`src/rtl/core_pipe_decode_pkg.sv`:
```
// core_pipe_decode_pkg: opcode classes, immediate formats and trap codes for the decode stage
package core_pipe_decode_pkg;
  typedef enum logic [3:0] {
    OC_LOAD, OC_MISC_MEM, OC_OP_IMM, OC_AUIPC, OC_OP_IMM_32, OC_STORE, OC_OP, OC_LUI,
    OC_OP_32, OC_BRANCH, OC_JALR, OC_JAL, OC_SYSTEM, OC_C16, OC_ILLEGAL
  } opclass_e;
  typedef enum logic [2:0] {FMT_Z, FMT_I, FMT_S, FMT_B, FMT_U, FMT_J} imm_fmt_e;
  localparam logic [1:0] TRAP_NONE    = 2'd0;
  localparam logic [1:0] TRAP_FETCH   = 2'd1;
  localparam logic [1:0] TRAP_ILLEGAL = 2'd2;
  localparam logic [4:0] OPC_LOAD      = 5'b00000;
  localparam logic [4:0] OPC_MISC_MEM  = 5'b00011;
  localparam logic [4:0] OPC_OP_IMM    = 5'b00100;
  localparam logic [4:0] OPC_AUIPC     = 5'b00101;
  localparam logic [4:0] OPC_OP_IMM_32 = 5'b00110;
  localparam logic [4:0] OPC_STORE     = 5'b01000;
  localparam logic [4:0] OPC_OP        = 5'b01100;
  localparam logic [4:0] OPC_LUI       = 5'b01101;
  localparam logic [4:0] OPC_OP_32     = 5'b01110;
  localparam logic [4:0] OPC_BRANCH    = 5'b11000;
  localparam logic [4:0] OPC_JALR      = 5'b11001;
  localparam logic [4:0] OPC_JAL       = 5'b11011;
  localparam logic [4:0] OPC_SYSTEM    = 5'b11100;

  function automatic opclass_e opclass_of(input logic [4:0] op);
    case (op)
      OPC_LOAD:      return OC_LOAD;
      OPC_MISC_MEM:  return OC_MISC_MEM;
      OPC_OP_IMM:    return OC_OP_IMM;
      OPC_AUIPC:     return OC_AUIPC;
      OPC_OP_IMM_32: return OC_OP_IMM_32;
      OPC_STORE:     return OC_STORE;
      OPC_OP:        return OC_OP;
      OPC_LUI:       return OC_LUI;
      OPC_OP_32:     return OC_OP_32;
      OPC_BRANCH:    return OC_BRANCH;
      OPC_JALR:      return OC_JALR;
      OPC_JAL:       return OC_JAL;
      OPC_SYSTEM:    return OC_SYSTEM;
      default:       return OC_ILLEGAL;
    endcase
  endfunction

  function automatic imm_fmt_e fmt_of(input opclass_e c);
    case (c)
      OC_LOAD, OC_MISC_MEM, OC_OP_IMM, OC_OP_IMM_32, OC_JALR, OC_SYSTEM: return FMT_I;
      OC_STORE:         return FMT_S;
      OC_BRANCH:        return FMT_B;
      OC_LUI, OC_AUIPC: return FMT_U;
      OC_JAL:           return FMT_J;
      default:          return FMT_Z;
    endcase
  endfunction
endpackage

```
`src/rtl/core_pipe_decode_if.sv`:
```
// core_pipe_decode_if: fetch-side (s1) and execute-side (s2) signals of the decode stage
interface core_pipe_decode_if #(parameter int XLEN = 64, parameter int FD_ERR_W = 2);
  logic                s1_i16bit;
  logic                s1_i32bit;
  logic [31:0]         s1_instr;
  logic [XLEN-1:0]     s1_pc;
  logic [XLEN-1:0]     s1_npc;
  logic [FD_ERR_W-1:0] s1_ferr;
  logic                s1_eat_2;
  logic                s1_eat_4;
  logic                s2_valid;
  logic                s2_ready;
  logic [XLEN-1:0]     s2_pc;
  logic [XLEN-1:0]     s2_npc;
  logic [31:0]         s2_instr;
  logic [3:0]          s2_opclass;
  logic [4:0]          s2_rd;
  logic [4:0]          s2_rs1;
  logic [4:0]          s2_rs2;
  logic [XLEN-1:0]     s2_imm;
  logic                s2_trap;
  logic [1:0]          s2_trap_cause;
  modport master (
    output s1_i16bit, s1_i32bit, s1_instr, s1_pc, s1_npc, s1_ferr, s2_ready,
    input  s1_eat_2, s1_eat_4, s2_valid, s2_pc, s2_npc, s2_instr, s2_opclass,
    input  s2_rd, s2_rs1, s2_rs2, s2_imm, s2_trap, s2_trap_cause
  );
  modport slave (
    input  s1_i16bit, s1_i32bit, s1_instr, s1_pc, s1_npc, s1_ferr, s2_ready,
    output s1_eat_2, s1_eat_4, s2_valid, s2_pc, s2_npc, s2_instr, s2_opclass,
    output s2_rd, s2_rs1, s2_rs2, s2_imm, s2_trap, s2_trap_cause
  );
endinterface

```
`src/rtl/core_pipe_decode_imm.sv`:
```
// core_pipe_decode_imm: assembles the sign-extended immediate for a given format
module core_pipe_decode_imm
  import core_pipe_decode_pkg::*;
#(parameter int XLEN = 64) (
  input  logic [31:7]     instr,
  input  imm_fmt_e        fmt,
  output logic [XLEN-1:0] imm
);
  logic s;
  assign s = instr[31];
  always_comb
    imm = (fmt == FMT_I) ? {{(XLEN-12){s}}, instr[31:20]} :
          (fmt == FMT_S) ? {{(XLEN-12){s}}, instr[31:25], instr[11:7]} :
          (fmt == FMT_B) ? {{(XLEN-13){s}}, s, instr[7], instr[30:25], instr[11:8], 1'b0} :
          (fmt == FMT_U) ? {{(XLEN-32){s}}, instr[31:12], 12'h000} :
          (fmt == FMT_J) ? {{(XLEN-21){s}}, s, instr[19:12], instr[20], instr[30:21], 1'b0} :
                           '0;
endmodule

```
`src/rtl/core_pipe_decode.sv`:
```
// core_pipe_decode: classifies fetched instructions and registers them into the s2 pipeline slot
module core_pipe_decode
  import core_pipe_decode_pkg::*;
#(parameter int XLEN = 64) (
  input logic                g_clk,
  input logic                g_reset,
  input logic                flush,
  core_pipe_decode_if.slave  dec
);
  logic            accept;
  logic            is32;
  opclass_e        cls;
  imm_fmt_e        fmt;
  logic [1:0]      cause;
  logic [XLEN-1:0] imm;
  always_comb begin
    is32   = dec.s1_i32bit;
    accept = (dec.s1_i16bit | dec.s1_i32bit) & (!dec.s2_valid | dec.s2_ready) & !flush & !g_reset;
    cls    = !is32 ? OC_C16 : (dec.s1_instr[1:0] == 2'b11) ? opclass_of(dec.s1_instr[6:2]) : OC_ILLEGAL;
    fmt    = fmt_of(cls);
    cause  = is32 ? ((|dec.s1_ferr) ? TRAP_FETCH :
                     (cls == OC_ILLEGAL || &dec.s1_instr) ? TRAP_ILLEGAL : TRAP_NONE) :
                    (dec.s1_ferr[0] ? TRAP_FETCH :
                     (dec.s1_instr[15:0] == 16'h0000) ? TRAP_ILLEGAL : TRAP_NONE);
  end
  assign dec.s1_eat_2 = accept & dec.s1_i16bit;
  assign dec.s1_eat_4 = accept & dec.s1_i32bit;
  core_pipe_decode_imm #(.XLEN(XLEN)) u_imm (
    .instr (dec.s1_instr[31:7]),
    .fmt   (fmt),
    .imm   (imm)
  );
  always_ff @(posedge g_clk) begin
    if (g_reset) begin
      dec.s2_valid      <= 1'b0;
      dec.s2_pc         <= '0;
      dec.s2_npc        <= '0;
      dec.s2_instr      <= '0;
      dec.s2_opclass    <= '0;
      dec.s2_rd         <= '0;
      dec.s2_rs1        <= '0;
      dec.s2_rs2        <= '0;
      dec.s2_imm        <= '0;
      dec.s2_trap       <= 1'b0;
      dec.s2_trap_cause <= '0;
    end else begin
      dec.s2_valid <= flush ? 1'b0 : accept ? 1'b1 : dec.s2_ready ? 1'b0 : dec.s2_valid;
      if (accept) begin
        dec.s2_pc         <= dec.s1_pc;
        dec.s2_npc        <= dec.s1_npc;
        dec.s2_instr      <= is32 ? dec.s1_instr : {16'h0000, dec.s1_instr[15:0]};
        dec.s2_opclass    <= cls;
        dec.s2_rd         <= is32 ? dec.s1_instr[11:7] : 5'd0;
        dec.s2_rs1        <= is32 ? dec.s1_instr[19:15] : 5'd0;
        dec.s2_rs2        <= is32 ? dec.s1_instr[24:20] : 5'd0;
        dec.s2_imm        <= imm;
        dec.s2_trap       <= cause != TRAP_NONE;
        dec.s2_trap_cause <= cause;
      end
    end
  end
endmodule

```
`src/flat_wrapper.sv`:
```
// flat-port wrapper written by rule: the top's interface ports become plain ports
module core_pipe_decode_flat import core_pipe_decode_pkg::*;
#(parameter int XLEN = 64)
  (g_clk, g_reset, flush, dec_s1_i16bit, dec_s1_i32bit, dec_s1_instr, dec_s1_pc, dec_s1_npc, dec_s1_ferr, dec_s2_ready, dec_s1_eat_2, dec_s1_eat_4, dec_s2_valid, dec_s2_pc, dec_s2_npc, dec_s2_instr, dec_s2_opclass, dec_s2_rd, dec_s2_rs1, dec_s2_rs2, dec_s2_imm, dec_s2_trap, dec_s2_trap_cause);
  core_pipe_decode_if #(.XLEN(XLEN), .FD_ERR_W(2)) dec_i ();
  input logic g_clk;
  input logic g_reset;
  input logic flush;
  input wire logic [$bits(dec_i.s1_i16bit)-1:0] dec_s1_i16bit;
  input wire logic [$bits(dec_i.s1_i32bit)-1:0] dec_s1_i32bit;
  input wire logic [$bits(dec_i.s1_instr)-1:0] dec_s1_instr;
  input wire logic [$bits(dec_i.s1_pc)-1:0] dec_s1_pc;
  input wire logic [$bits(dec_i.s1_npc)-1:0] dec_s1_npc;
  input wire logic [$bits(dec_i.s1_ferr)-1:0] dec_s1_ferr;
  input wire logic [$bits(dec_i.s2_ready)-1:0] dec_s2_ready;
  output wire logic [$bits(dec_i.s1_eat_2)-1:0] dec_s1_eat_2;
  output wire logic [$bits(dec_i.s1_eat_4)-1:0] dec_s1_eat_4;
  output wire logic [$bits(dec_i.s2_valid)-1:0] dec_s2_valid;
  output wire logic [$bits(dec_i.s2_pc)-1:0] dec_s2_pc;
  output wire logic [$bits(dec_i.s2_npc)-1:0] dec_s2_npc;
  output wire logic [$bits(dec_i.s2_instr)-1:0] dec_s2_instr;
  output wire logic [$bits(dec_i.s2_opclass)-1:0] dec_s2_opclass;
  output wire logic [$bits(dec_i.s2_rd)-1:0] dec_s2_rd;
  output wire logic [$bits(dec_i.s2_rs1)-1:0] dec_s2_rs1;
  output wire logic [$bits(dec_i.s2_rs2)-1:0] dec_s2_rs2;
  output wire logic [$bits(dec_i.s2_imm)-1:0] dec_s2_imm;
  output wire logic [$bits(dec_i.s2_trap)-1:0] dec_s2_trap;
  output wire logic [$bits(dec_i.s2_trap_cause)-1:0] dec_s2_trap_cause;
  assign dec_i.s1_i16bit = dec_s1_i16bit;
  assign dec_i.s1_i32bit = dec_s1_i32bit;
  assign dec_i.s1_instr = dec_s1_instr;
  assign dec_i.s1_pc = dec_s1_pc;
  assign dec_i.s1_npc = dec_s1_npc;
  assign dec_i.s1_ferr = dec_s1_ferr;
  assign dec_i.s2_ready = dec_s2_ready;
  assign dec_s1_eat_2 = dec_i.s1_eat_2;
  assign dec_s1_eat_4 = dec_i.s1_eat_4;
  assign dec_s2_valid = dec_i.s2_valid;
  assign dec_s2_pc = dec_i.s2_pc;
  assign dec_s2_npc = dec_i.s2_npc;
  assign dec_s2_instr = dec_i.s2_instr;
  assign dec_s2_opclass = dec_i.s2_opclass;
  assign dec_s2_rd = dec_i.s2_rd;
  assign dec_s2_rs1 = dec_i.s2_rs1;
  assign dec_s2_rs2 = dec_i.s2_rs2;
  assign dec_s2_imm = dec_i.s2_imm;
  assign dec_s2_trap = dec_i.s2_trap;
  assign dec_s2_trap_cause = dec_i.s2_trap_cause;
  core_pipe_decode #(.XLEN(XLEN)) u_core (.g_clk(g_clk), .g_reset(g_reset), .flush(flush), .dec(dec_i));
endmodule
```
`config.mk`:
```
export PLATFORM = sky130hd
export DESIGN_NAME = core_pipe_decode_flat
export DESIGN_NICKNAME = d
export VERILOG_FILES = /design/src/rtl/core_pipe_decode_pkg.sv /design/src/rtl/core_pipe_decode_if.sv /design/src/rtl/core_pipe_decode_imm.sv /design/src/rtl/core_pipe_decode.sv /design/src/flat_wrapper.sv
export SDC_FILE = /design/constraint.sdc
export NUM_CORES = 1
export LEC_CHECK = 0
export ABC_CLOCK_PERIOD_IN_PS = 5000
export CAP_MARGIN = 20
export CORE_AREA = 3 3 160 162
export DETAILED_ROUTE_END_ITERATION = 8
export DIE_AREA = 0 0 163 165
export PLACE_DENSITY = 0.69
export SLEW_MARGIN = 40
export SYNTH_ARGS = -nofsm -noshare
export SYNTH_HDL_FRONTEND = slang
export SYNTH_SLANG_ARGS = --single-unit
```
`constraint.sdc`:
```
create_clock -name g_clk -period 5 [get_ports g_clk]
set_clock_uncertainty 0.1 [all_clocks]
set_input_delay 1 -clock g_clk [delete_from_list [all_inputs] [get_ports g_clk]]
set_output_delay 1 -clock g_clk [all_outputs]
set_load 0.01 [all_outputs]
```
======== Word-level counts from Yosys, hierarchy flattened ========
Memories as Yosys holds them, arrays and structs flattened.
Index checks and enable logic that the tools add are counted.
storage, ports and cells
  bits in registers ....................... 247
  bits in read-only memories .............. 176
  input port bits ......................... 168
  output and inout port bits .............. 249
  logic and storage cells ................. 55
  memories kept ........................... 2
memory list
  memory           depth  width  rd ports  clocked after memory_dff  write ports  line                        source
  (no name shown)  32     4      1         0                         0            core_pipe_decode_pkg.sv:26  case (op)
  (no name shown)  16     3      1         0                         0            core_pipe_decode_pkg.sv:45  case (c)
operators by class
  equality and inequality tests ........... 7
  multiplexer cells ....................... 18
  bitwise operators ....................... 7
  reduce and logical (&&, ||, !) cells .... 10
operator list
  cell                  number
  $mux W64              5
  $mux W32              1
  $reduce_and A32 Y1    1
  $logic_not A16 Y1     1
  $mux W5               3
  $mux W2               5
  $mux W4               2
  $eq A3 B2 Y1 const B  2
  $eq A3 B3 Y1 const B  2
  $and A1 B1 Y1         5
  $eq A4 B4 Y1 const B  1
  $reduce_bool A2 Y1    2
  $reduce_or A2 Y1      2
  $eq A3 B1 Y1 const B  1
  $logic_not A1 Y1      3
  $eq A2 B2 Y1 const B  1
  $mux W1               2
  $or A1 B1 Y1          2
  $logic_or A1 B1 Y1    1

======== Logic depth before layout (Yosys ltp) ========
An unclocked memory read counts as a cell.
  depth after elaboration ................. 10
  gate-level depth with buffers ........... 10
  depth with buffers taken out ............ 8

======== Hierarchy ========
Synthesis repeated with hierarchy kept, for this count alone.
second synthesis, totals
  cells, all modules ...................... 1204
  area, all modules ....................... 9355.2 µm²
by module, submodules not included
  module                times used  cells an instance  area an instance (µm²)  sequential area each (µm²)
  core_pipe_decode      1           1109               8682.1                  4764.6
  core_pipe_decode_imm  1           95                 673.1                   0.0

======== Worst setup path before layout ========
OpenSTA, ideal clock, no wires.
  path kind ............................... input -> register
  start point ............................. in dec_s1_instr[2]
  end point ............................... reg u_core.dec.s2_imm[27]
  library setup time ...................... 134 ps
  data arrival time ....................... 2760 ps
  required time ........................... 4766 ps
  setup slack ............................. 2006 ps
  cell stages on the path ................. 10
  path buffers ............................ 2
  cells stage by stage .................... inv_1 ha_1 nand2b_1 a311oi_1 or2_1 buf_2 nor3_2 o41ai_2 buf_4 a211oi_2
on the way
  longest elaborated chain between the ends .. 10
  elaborated cells between the ends (all ways) .. 14
  those cells by class .................... eq/ne: 5; mux: 7; memory: 2
RTL lines
  element                    line                        source
  from (decl)                flat_wrapper.sv:11          input wire logic [$bits(dec_i.s1_instr)-1:0] dec_s1_instr;
  $mem_v2 Z32 W4 (*)         -
  $mux W4 (*) (2 in series)  core_pipe_decode.sv:19      cls = !is32 ? OC_C16 : (dec.s1_instr[1:0] == 2'b11) ? opclass_of(dec.s1_instr[6:2]) : OC_ILLEGAL;
  $mem_v2 Z16 W3 (*)         -
  $eq A3 B3 Y1               core_pipe_decode_imm.sv:16  (fmt == FMT_J) ? {{(XLEN-21){s}}, s, instr[19:12], instr[20], instr[30:21], 1'b0} :
  $mux W64                   core_pipe_decode_imm.sv:16
  $mux W64                   core_pipe_decode_imm.sv:15  (fmt == FMT_U) ? {{(XLEN-32){s}}, instr[31:12], 12'h000} :
  $mux W64                   core_pipe_decode_imm.sv:14  (fmt == FMT_B) ? {{(XLEN-13){s}}, s, instr[7], instr[30:25], instr[11:8], 1'b0} :
  $mux W64                   core_pipe_decode_imm.sv:13  (fmt == FMT_S) ? {{(XLEN-12){s}}, instr[31:25], instr[11:7]} :
  $mux W64 (*)               core_pipe_decode_imm.sv:12  imm = (fmt == FMT_I) ? {{(XLEN-12){s}}, instr[31:20]} :
  to (signal assigned)       core_pipe_decode.sv:56      dec.s2_imm <= imm;
  to (decl)                  core_pipe_decode_if.sv:31   output s2_rd, s2_rs1, s2_rs2, s2_imm, s2_trap, s2_trap_cause
Mark *: on every way between the ends. The rest lies on a longest branch, timed or not.
A chain may end at the register's enable or synchronous reset.

======== Final worst setup path ========
  start point ............................. in dec_s1_i32bit
  end point ............................... out dec_s1_eat_4
on the way
  longest elaborated chain between the ends .. 5
RTL lines
  element                      line                    source
  from (decl)                  flat_wrapper.sv:10      input wire logic [$bits(dec_i.s1_i32bit)-1:0] dec_s1_i32bit;
  $or A1 B1 Y1                 core_pipe_decode.sv:18  accept = (dec.s1_i16bit | dec.s1_i32bit) & (!dec.s2_valid | dec.s2_ready) & !flush & !g_reset;
  $and A1 B1 Y1 (3 in series)  core_pipe_decode.sv:18
  $and A1 B1 Y1 (*)            core_pipe_decode.sv:27  assign dec.s1_eat_4 = accept & dec.s1_i32bit;
  to (decl)                    flat_wrapper.sv:17      output wire logic [$bits(dec_i.s1_eat_4)-1:0] dec_s1_eat_4;
Marks and branches as above.

==> flow_summary_export.csv <==
group,metric,value,unit
clock_tree,numClockSinks,206,
setup_path,r2r_start,"u_core.dec.s2_valid$_SDFFE_PP0P_",
power,power_frac_clock,0.428,
global_route,grt_max_degree,113,
clock_tree,clk_pin_slew,0.05,ns
floorplanning,start_util,0.338,
sta,min_period_over_period,0.731,
power,p_comb_frac,0.149,
power,seqPwrFrac,0.423,
placement,dp.cells,1653,
placement,io_buffers,416,
synthesis,synth_area_leaders,"dfxtp_1 50%, nand2_1 14%, a21oi_1 11%",
clock_tree,numCtsBuffers,24,
power,p_leak,4.68,nW
clock_tree,insertion_delay,0.51,ns
sta,setup-tns-final,0,ns
route,wirelength,28900,um
clock_tree,cts_buffer_depth,3,
sta,hold_viol,0,
setup_path,critical_path.max_fanout,10,
setup_path,endpoint_kind,"output pin",
floorplanning,num_rows,57,
synthesis,synth_top_area_share,0.503,
placement,place_ws,0.910,ns
sta,rsz0062_at_grt,"false",
route,vias,8310,
global_route,grt_antenna_before_repair,0,
synthesis,synth-seq-area-share,0.503,
clock_tree,post_cts_resized,0,
setup_path,path_cells,"clkdlybuf4s50_1 > and3_1 > clkdlybuf4s50_1",
floorplanning,pin_count,417,
setup_path,critPathKind,"primary input to output pin",
clock_tree,ctsHoldBuffers,0,
sta,worst_slew_pin_slew,0.738,ns
global_route,grt_usage,0.201,
floorplanning,die_h,165,um
sta,holdWs,0.350,ns
setup_path,max_stage_delay,0.76,ns
synthesis,ys_types,55,
floorplanning,core,24200,um^2
layout,diodes,0,
layout,drive_above_1_share,0.0539,
synthesis,syn_area,8200,um^2
power,p_per_area,316,nW/um^2
sta,fin_crit,3.65,ns
route,routed_via_density,4.90,
placement,hpwl,20200,um
sta,final_max_slew_viol_count,0,
power,finalPower,0.00414,W
layout,syn_to_final_growth,60.0,%
flow_run,cap_violations,0,
sta,slew_headroom,0.506,
power,switchingPower,0.00102,W
sta,finalSetupViolCount,0,
setup_path,worst_setup_path_start_kind,"primary input",
min_path,hp-class,"register to register",
route,drc,0,
route,ant_nets,0,
layout,final_common_cell,"clkdlybuf4s50_1",
route,post_drt_wl_per_cell,17.0,um
clock_tree,ctsHtreeMaxLevel,1,
layout,fin_nets,1529,
power,p_sw_frac,0.246,
route,first_pass_iters,6,
synthesis,synthCells,1018,
global_route,overflow,0,
floorplanning,die-area,26900,um^2
setup_path,r2r-end,"u_core.dec.s2_imm[1]$_SDFFE_PP0P_",
synthesis,yosysTopAreaCell,"dfxtp_1",
power,ir_drop,0.240,mV
global_route,grt_pass1_wl,43700,um
setup_path,critPathRequiredTime,3.90,ns
placement,place_congestion,0.841,
floorplanning,die_x,163,um
setup_path,crit_top_cell,"clkdlybuf4s50_1",
sta,clock.fmax,274,MHz
global_route,grt_pass1_vias,7824,
layout,final_cell_mix,"415 x clkdlybuf4s50_1, 299 x nand2_1, 205 x dfxtp_1",
setup_path,crit_end,"dec_s1_eat_4",
sta,setup_ws,1.35,ns
setup_path,rr_worst_depth,7,
power,p_int,0.00312,W
synthesis,synth_fp_nets,1191,
synthesis,synthArstFlopShare,0,
setup_path,cp.arrival,2.55,ns
synthesis,syn_avg_cell_area,8.05,um^2
synthesis,ys_warn_count,0,
layout,stdcell_count,1697,
clock_tree,cts_tree,"yes",
setup_path,rrSetupSlack,2.65,ns
synthesis,synth_seq_cells,206,
clock_tree,post_cts_buffers,0,
setup_path,crit_path_top_delay_cell,"clkdlybuf4s50_1",
clock_tree,cts-root-buf,"clkbuf_16",
synthesis,synth-edff-count,0,
setup_path,startpoint,"dec_s1_i32bit",
synthesis,ys.flop_type,"dfxtp_1",
status,status,"complete, no violations",
route,drt_iter0_markers,539,
-- synth_stat cells (3+ instances only) --
cell	number
nand2_1	299
dfxtp_1	206
a21oi_1	186
clkbuf_1	66
nor2_1	53
buf_4	43
and3_1	27
a211oi_1	16
nand4_1	9
nor4_1	7
o21ai_1	7
a211oi_2	6
a22o_1	6
a32oi_1	6
nand2b_1	6
buf_2	5
ha_1	5
nand3_1	5
nor3_1	5
a221o_1	4
inv_1	4
o21ai_0	4
mux2i_1	3
nor3_2	3
-- worst max-delay path: cells and delay by family --
kind | cells | cell delay, ns
simple gates | 1 | 0.24
buf+inv | 2 | 1.31
-- registers in the layout (all words and copies together), names as in the netlist --
signal,flops
u_core.dec.s2_imm,32
u_core.dec.s2_pc,64
u_core.dec.s2_instr,25
u_core.dec.s2_trap_cause,2
u_core.dec.s2_rd,5
u_core.dec.s2_trap,1
u_core.dec.s2_npc,64
u_core.dec.s2_valid,1
u_core.dec.s2_opclass,4
u_core.dec.s2_rs2,4
u_core.dec.s2_rs1,4
-- metal layers --
metal	routed length (um)	track usage
met5	0	0
met4	850	0.0646
met3	2450	0.0534
met2	14100	0.343
met1	11600	0.248
-- power by group through the flow --
stage / Sequential, W / Combinational, W / Clock (W)
2_1_floorplan: 0.00182 / 0.000223 / 0
3_3_place_gp: 0.00179 / 0.000613 / 0
3_5_place_dp: 0.00179 / 0.000617 / 0
4_1_cts: 0.00175 / 0.000621 / 0.00182
5_1_grt: 0.00176 / 0.000667 / 0.00188
6_report: 0.00175 / 0.000618 / 0.00177
-- through the flow --
step	utilization	area [um^2]
2_1_floorplan	-	8200
3_3_place_gp	0.507	12300
3_5_place_dp	0.507	12300
4_1_cts	0.540	13100
5_1_grt	0.541	13100
6_report	0.541	13100
-- worst min path at each step --
stage / cells after the start / from / end / slack (ns)
finish: 2 / u_core.dec.s2_pc[29]$_SDFFE_PP0P_ / u_core.dec.s2_pc[29]$_SDFFE_PP0P_ / 0.35
global route: 2 / u_core.dec.s2_npc[5]$_SDFFE_PP0P_ / u_core.dec.s2_npc[5]$_SDFFE_PP0P_ / 0.37
CTS: 2 / u_core.dec.s2_pc[57]$_SDFFE_PP0P_ / u_core.dec.s2_pc[57]$_SDFFE_PP0P_ / 0.35
detailed placement: 2 / u_core.dec.s2_npc[52]$_SDFFE_PP0P_ / u_core.dec.s2_npc[52]$_SDFFE_PP0P_ / 0.35
global placement: 2 / u_core.dec.s2_instr[26]$_SDFFE_PP0P_ / u_core.dec.s2_instr[26]$_SDFFE_PP0P_ / 0.34
floorplan: 2 / u_core.dec.s2_instr[25]$_SDFFE_PP0P_ / u_core.dec.s2_instr[25]$_SDFFE_PP0P_ / 0.38
-- cells by family (layout without fill, tap and decap cells) --
kind of cell               count (synthesis)  after routing  synth area share
muxes                                      4              4           0.00504
adders and majority gates                  5              5           0.00763
DFF                                      206            206             0.503
AOI/OAI and AO/OA                        257            257             0.189
and+or+nand+nor                          424            424             0.217
xor gates and xnor gates                   1              1           0.00107
buffers and inverters                    121            476            0.0768
-- final cells by class --
class / count / area (um^2)
Fill cell: 2256 / 11100
Timing Repair Buffer: 429 / 4300
Sequential cell: 206 / 4130
Multi-Input combinational cell: 691 / 3450
Clock buffer: 37 / 751
Tap cell: 324 / 405
Clock inverter: 6 / 62.6
Inverter: 4 / 15.0
(Power assumes the default switching activity.)
